### src/rtl/ro_pair_comparator_if.sv
// Response channel of the RO-pair PUF comparator: valid/ready handshake plus result payload.
`timescale 1ns/1ps
interface ro_pair_comparator_if #(
  parameter int unsigned CNT_W = 16
);
  logic             resp_valid;
  logic             resp_ready;
  logic             resp_bit;
  logic             resp_tie;
  logic [CNT_W-1:0] cnt_a;
  logic [CNT_W-1:0] cnt_b;

  modport master (
    output resp_valid,
    output resp_bit,
    output resp_tie,
    output cnt_a,
    output cnt_b,
    input  resp_ready
  );

  modport slave (
    input  resp_valid,
    input  resp_bit,
    input  resp_tie,
    input  cnt_a,
    input  cnt_b,
    output resp_ready
  );
endinterface

### src/rtl/ro_pair_comparator.sv
// Ring-oscillator pair comparator: enables both ROs, lets them settle, counts rising edges of each
// over a fixed window and reports which oscillator was faster as a one-bit PUF response.
`timescale 1ns/1ps
module ro_pair_comparator #(
  parameter int unsigned CNT_W  = 16,
  parameter int unsigned SETTLE = 16,
  parameter int unsigned WINDOW = 1024
) (
  input  logic                  clk,
  input  logic                  rst,
  input  logic                  start,
  input  logic                  ro_a,
  input  logic                  ro_b,
  output logic                  ro_enable,
  output logic                  busy,
  ro_pair_comparator_if.master  resp
);

  localparam int unsigned PHASE_MAX = (SETTLE > WINDOW) ? SETTLE : WINDOW;
  localparam int unsigned TMR_W     = (PHASE_MAX > 1) ? $clog2(PHASE_MAX) : 1;
  localparam logic [TMR_W-1:0] SETTLE_LAST = TMR_W'(SETTLE - 1);
  localparam logic [TMR_W-1:0] WINDOW_LAST = TMR_W'(WINDOW - 1);
  localparam logic [CNT_W-1:0] CNT_MAX     = '1;

  typedef enum logic [1:0] {
    S_IDLE,
    S_SETTLE,
    S_MEASURE,
    S_HOLD
  } state_t;

  state_t           r_state;
  logic [TMR_W-1:0] r_timer;
  logic [CNT_W-1:0] r_cnt_a;
  logic [CNT_W-1:0] r_cnt_b;
  logic [CNT_W-1:0] r_out_cnt_a;
  logic [CNT_W-1:0] r_out_cnt_b;
  logic             r_resp_bit;
  logic             r_resp_tie;
  logic             r_resp_valid;
  logic             r_ro_enable;
  logic             r_busy;

  logic [1:0]       r_sync_a;
  logic [1:0]       r_sync_b;
  logic             r_prev_a;
  logic             r_prev_b;
  logic             w_rise_a;
  logic             w_rise_b;

  // Two-flop synchronizers followed by an edge register per oscillator
  always_ff @(posedge clk) begin
    if (rst) begin
      r_sync_a <= 2'b00;
      r_sync_b <= 2'b00;
      r_prev_a <= 1'b0;
      r_prev_b <= 1'b0;
    end else begin
      r_sync_a <= {r_sync_a[0], ro_a};
      r_sync_b <= {r_sync_b[0], ro_b};
      r_prev_a <= r_sync_a[1];
      r_prev_b <= r_sync_b[1];
    end
  end

  assign w_rise_a = r_sync_a[1] & ~r_prev_a;
  assign w_rise_b = r_sync_b[1] & ~r_prev_b;

  // Measurement sequencer; the result is latched one cycle after HOLD is entered so the
  // comparison sees the final edge counted on the last MEASURE edge.
  always_ff @(posedge clk) begin
    if (rst) begin
      r_state      <= S_IDLE;
      r_timer      <= '0;
      r_cnt_a      <= '0;
      r_cnt_b      <= '0;
      r_out_cnt_a  <= '0;
      r_out_cnt_b  <= '0;
      r_resp_bit   <= 1'b0;
      r_resp_tie   <= 1'b0;
      r_resp_valid <= 1'b0;
      r_ro_enable  <= 1'b0;
      r_busy       <= 1'b0;
    end else begin
      case (r_state)
        S_IDLE: begin
          if (start) begin
            r_state     <= S_SETTLE;
            r_timer     <= '0;
            r_cnt_a     <= '0;
            r_cnt_b     <= '0;
            r_out_cnt_a <= '0;
            r_out_cnt_b <= '0;
            r_resp_bit  <= 1'b0;
            r_resp_tie  <= 1'b0;
            r_ro_enable <= 1'b1;
            r_busy      <= 1'b1;
          end
        end

        S_SETTLE: begin
          if (r_timer == SETTLE_LAST) begin
            r_state <= S_MEASURE;
            r_timer <= '0;
          end else begin
            r_timer <= r_timer + TMR_W'(1);
          end
        end

        S_MEASURE: begin
          if (w_rise_a && (r_cnt_a != CNT_MAX)) begin
            r_cnt_a <= r_cnt_a + CNT_W'(1);
          end
          if (w_rise_b && (r_cnt_b != CNT_MAX)) begin
            r_cnt_b <= r_cnt_b + CNT_W'(1);
          end
          if (r_timer == WINDOW_LAST) begin
            r_state     <= S_HOLD;
            r_timer     <= '0;
            r_ro_enable <= 1'b0;
          end else begin
            r_timer <= r_timer + TMR_W'(1);
          end
        end

        S_HOLD: begin
          if (!r_resp_valid) begin
            r_resp_valid <= 1'b1;
            r_out_cnt_a  <= r_cnt_a;
            r_out_cnt_b  <= r_cnt_b;
            r_resp_bit   <= (r_cnt_a > r_cnt_b);
            r_resp_tie   <= (r_cnt_a == r_cnt_b);
          end else if (resp.resp_ready) begin
            r_state      <= S_IDLE;
            r_resp_valid <= 1'b0;
            r_busy       <= 1'b0;
          end
        end

        default: begin
          r_state     <= S_IDLE;
          r_ro_enable <= 1'b0;
          r_busy      <= 1'b0;
        end
      endcase
    end
  end

  assign ro_enable       = r_ro_enable;
  assign busy            = r_busy;
  assign resp.resp_valid = r_resp_valid;
  assign resp.resp_bit   = r_resp_bit;
  assign resp.resp_tie   = r_resp_tie;
  assign resp.cnt_a      = r_out_cnt_a;
  assign resp.cnt_b      = r_out_cnt_b;

endmodule

### src/flat_wrapper.sv
// flat-port wrapper written by rule: the top's interface ports become plain ports
module ro_pair_comparator_flat 
#(
  parameter int unsigned CNT_W  = 16,
  parameter int unsigned SETTLE = 16,
  parameter int unsigned WINDOW = 1024
)
  (clk, rst, start, ro_a, ro_b, ro_enable, busy, resp_resp_valid, resp_resp_bit, resp_resp_tie, resp_cnt_a, resp_cnt_b, resp_resp_ready);
  ro_pair_comparator_if #(.CNT_W(CNT_W)) resp_i ();
  input  logic clk;
  input  logic rst;
  input  logic start;
  input  logic ro_a;
  input  logic ro_b;
  output logic ro_enable;
  output logic busy;
  output wire logic [$bits(resp_i.resp_valid)-1:0] resp_resp_valid;
  output wire logic [$bits(resp_i.resp_bit)-1:0] resp_resp_bit;
  output wire logic [$bits(resp_i.resp_tie)-1:0] resp_resp_tie;
  output wire logic [$bits(resp_i.cnt_a)-1:0] resp_cnt_a;
  output wire logic [$bits(resp_i.cnt_b)-1:0] resp_cnt_b;
  input wire logic [$bits(resp_i.resp_ready)-1:0] resp_resp_ready;
  assign resp_resp_valid = resp_i.resp_valid;
  assign resp_resp_bit = resp_i.resp_bit;
  assign resp_resp_tie = resp_i.resp_tie;
  assign resp_cnt_a = resp_i.cnt_a;
  assign resp_cnt_b = resp_i.cnt_b;
  assign resp_i.resp_ready = resp_resp_ready;
  ro_pair_comparator #(.CNT_W(CNT_W), .SETTLE(SETTLE), .WINDOW(WINDOW)) u_core (.clk(clk), .rst(rst), .start(start), .ro_a(ro_a), .ro_b(ro_b), .ro_enable(ro_enable), .busy(busy), .resp(resp_i));
endmodule
### config.mk
export PLATFORM = sky130hd
export DESIGN_NAME = ro_pair_comparator_flat
export DESIGN_NICKNAME = d
export VERILOG_FILES = /design/src/rtl/ro_pair_comparator_if.sv /design/src/rtl/ro_pair_comparator.sv /design/src/flat_wrapper.sv
export SDC_FILE = /design/constraint.sdc
export NUM_CORES = 1
export LEC_CHECK = 0
export CORE_MARGIN = 4
export CORE_UTILIZATION = 40
export DETAILED_ROUTE_END_ITERATION = 12
export PLACE_DENSITY = 0.66
export REMOVE_ABC_BUFFERS = 1
export SYNTH_ARGS = -nofsm -noshare
export SYNTH_HDL_FRONTEND = slang
export SYNTH_SLANG_ARGS = --single-unit
### constraint.sdc
create_clock -name clk -period 2.1 [get_ports clk]
set_clock_uncertainty 0.2 [all_clocks]
set_input_delay 0.42 -clock clk [delete_from_list [all_inputs] [get_ports clk]]
set_output_delay 0.42 -clock clk [all_outputs]
set_load 0.005 [all_outputs]
==> flow_metrics.env <==
export IMPL_outcome="complete, but fails checks"
export IMPL_violations="negative setup slack"
export IMPL_synth_area_top_cells="dfxtp_1 40%, ha_1 6.7%, a22oi_1 6.6%, nor2_1 5.6%, nand3_1 4.0%"
export IMPL_grt_pass1_vias=4385
export IMPL_finalHoldViolations=0
export IMPL_multi_input_area_mm2=0.00268
export IMPL_pin_count=43
export IMPL_setup_violations=20
export IMPL_die_h_um=112
export IMPL_cts_path_max_buffers=2
export IMPL_syn_inst=504
export IMPL_rsz0062_at_grt="true"
export IMPL_area_delta_synth_final_pct=49.5
export IMPL_synth_warnings=0
export IMPL_clock_latency_ns=0.37
export IMPL_start_kind="flip-flop"
export IMPL_tns_ns=-1.11
export IMPL_drv_cap=0
export IMPL_rows=37
export IMPL_met1_usage_pct=26.0
export IMPL_root_buffer="clkbuf_8"
export IMPL_hp_class="flip-flop to flip-flop"
export IMPL_critPathMaxFanout=6
export IMPL_drive_above_1_share_pct=31.9
export IMPL_antenna_found_initial=0
export IMPL_fin_util_pct=61.8
export IMPL_via_per_inst=5.64
export IMPL_drv_slew=0
export IMPL_yosysTopAreaCell="dfxtp_1"
export IMPL_clkSinkCount=87
export IMPL_avgRoutedWirePerCell_um=16.2
export IMPL_grt_util_met2_pct=34.7
export IMPL_ys_ff_latch=87
export IMPL_synth_flop_cell="dfxtp_1"
export IMPL_cts_tree="built"
export IMPL_synth_edff_count=0
export IMPL_synth_cell_types=64
export IMPL_path_clk_slew_ns=0.10
export IMPL_cts_made_buffers=9
export IMPL_critical_path_required_ns=2.22
export IMPL_cp_end_kind="flip-flop"
export IMPL_syn_area_mm2=0.00431
export IMPL_wl_mm=13.2
export IMPL_die_x_um=112
export IMPL_crit_type="flip-flop to flip-flop"
export IMPL_grt_busiest_layer="met2"
export IMPL_grtUsageTotal_pct=20.6
export IMPL_seq_area_mm2=0.00176
export IMPL_ant_nets=0
export IMPL_period_share_pct=105
export IMPL_layout_commonest_cell="buf_4"
export IMPL_async_flop_share_pct=0
export IMPL_diodes=0
export IMPL_peakVddDrop_mv=0.777
export IMPL_fin_ws_ns=-0.113
export IMPL_drc=0
export IMPL_worstMarginPinSlew_ns=0.472
export IMPL_final_cell_mix="122 x buf_4, 75 x dfxtp_1, 64 x nor2_1, 40 x clkdlybuf4s50_1, 38 x a22oi_1"
export IMPL_ys_seq_area_share_pct=40.5
export IMPL_dp_final_hpwl_mm=9.03
export IMPL_grt_first_pass_wirelength_mm=21.2
export IMPL_slew_headroom_pct=68.3
export IMPL_finalWorstPathRequiredPeriod_ns=2.21
export IMPL_grt_max_degree=34
export IMPL_syn_area_per_cell_um2=8.54
export IMPL_gr_usage_met3_pct=4.46
export IMPL_cts_max_level=3
export IMPL_firstDrtPassIters=7
export IMPL_synth_top_area_share_pct=40.5
export IMPL_die_area_mm2=0.0125
export IMPL_cellLeakagePower_nw=2.45
export IMPL_arrival_ns=2.33
export IMPL_coreArea_mm2=0.0104
export IMPL_numPortBuffers=42
export IMPL_dr_first_iter_drc_count=304
export IMPL_gp_congestion=0.932
export IMPL_nFillCells=858
export IMPL_nets=701
export IMPL_power_density_mw_per_mm2=778
export IMPL_fmax_mhz=452
export IMPL_start_util_pct=41.3
export IMPL_grt_overflow=0
export IMPL_vias=4586
## cell usage after synthesis (2+ instances only)
master and n:
a21o_1 3, mux2i_1 4, nand3b_1 2, and3_1 3
a211oi_1 5, o31a_1 2, a31oi_1 8, a22oi_1 38
o211ai_1 3, nand2b_1 2, nand2_1 29, o311ai_0 2
xor2_1 3, nor3_1 6, or3_1 5, clkbuf_1 16
nor4_1 7, nand3_1 34, nor2b_1 9, a41oi_1 2
inv_1 22, o31ai_1 7, buf_6 2, or4_1 7
o21ai_0 26, xnor2_1 4, and2_1 3, ha_1 23
o22a_1 2, buf_2 2, nor2_1 64, dfxtp_1 87
o311a_1 2, o21a_1 2, a21oi_1 26, or3b_1 2
nor3b_1 2, nand4_1 12
## layout make-up
class                   count  area share [%]
multi-input cells         372            41.6
repair buffers            179            23.6
inverters                  23            1.38
clock buffers               9            1.92
clock inverters             7            1.57
well taps                 136            2.64
flip-flops and latches     87            27.3
## path summary, 6_finish.rpt
kind,depth (start not counted),slack (ns),start,endpoint
setup reg to reg,9,-0.11,u_core.r_state[0],u_core.r_cnt_a[15]
hold / removal,2,0.26,u_core.resp.resp_bit,u_core.resp.resp_bit
hold reg to reg,2,0.26,u_core.resp.resp_bit,u_core.resp.resp_bit
setup / recovery,9,-0.11,u_core.r_state[0],u_core.r_cnt_a[15]
## per-layer routing
| metal | wire length (µm) | share of wire, % | up-vias |
|---|---|---|---|
| li1 | - | - | 2204 |
| met1 | 5810 | 44 | 2222 |
| met2 | 6430 | 49 | 126 |
| met3 | 628 | 4.8 | 34 |
| met4 | 288 | 2.2 | 0 |
| met5 | 0 | 0 | - |
## stage by stage
stage,hold WS (ns),std cells,power (W),area (µm²),setup WS (ns)
floorplan,0.214,482,0.00248,4200,-1.42
CTS,0.263,805,0.00484,6180,-0.0937
finish,0.259,813,0.00501,6440,-0.113
global route,0.271,813,0.00526,6440,-0.181
global placement,0.229,774,0.00320,5660,-0.481
detailed placement,0.248,774,0.00322,5660,-0.510
## state kept, by name, summed over array words and instances, names as in the netlist, 2 cells and up
name               flops
u_core.r_cnt_a        16
u_core.r_cnt_b        16
u_core.resp.cnt_a     16
u_core.resp.cnt_b     16
u_core.r_timer        10
u_core.r_state         2
u_core.r_sync_a        2
u_core.r_sync_b        2
## worst max-delay path, cell delays in order, from the launching register on
cell	delay [ns]
dfxtp_2	0.36
inv_4	0.05
ha_4	0.17
mux2i_4	0.20
buf_6	0.15
nor3b_4	0.23
nand2_4	0.11
buf_6	0.13
or4_1	0.47
nand3_1	0.09
## repair_timing
item | CTS | global route
hold buffers | 0 | 0
pin swaps | 24 | 27
endpoints found under the setup margin | 56 | 56
setup buffers | 16 | 8
gates cloned | 0 | 1
gates resized for setup | 53 | 48
endpoints found under the hold margin | 0 | 0
## power breakdown
group / leakage (nW) / switching [W] / internal, W / total [W]
sequential: 0.709 / 0.0000382 / 0.00170 / 0.00174
clock: 0.107 / 0.000670 / 0.000683 / 0.00135
combinational: 1.63 / 0.00102 / 0.000895 / 0.00192
total: 2.45 / 0.00173 / 0.00328 / 0.00501
## cells by family (layout without fill, tap and decap cells)
| kind of cell | after synthesis | in the layout | share of synthesized area [%] |
|---|---|---|---|
| simple gates | 194 | 194 | 22.8 |
| compound gates | 143 | 143 | 23.0 |
| flops | 87 | 87 | 40.5 |
| buf+inv | 45 | 218 | 4.45 |
| fa+ha+maj | 23 | 23 | 6.68 |
| xor+xnor | 7 | 7 | 1.42 |
| mux | 5 | 5 | 1.25 |
No activity file was read; power rests on OpenSTA's default activity.
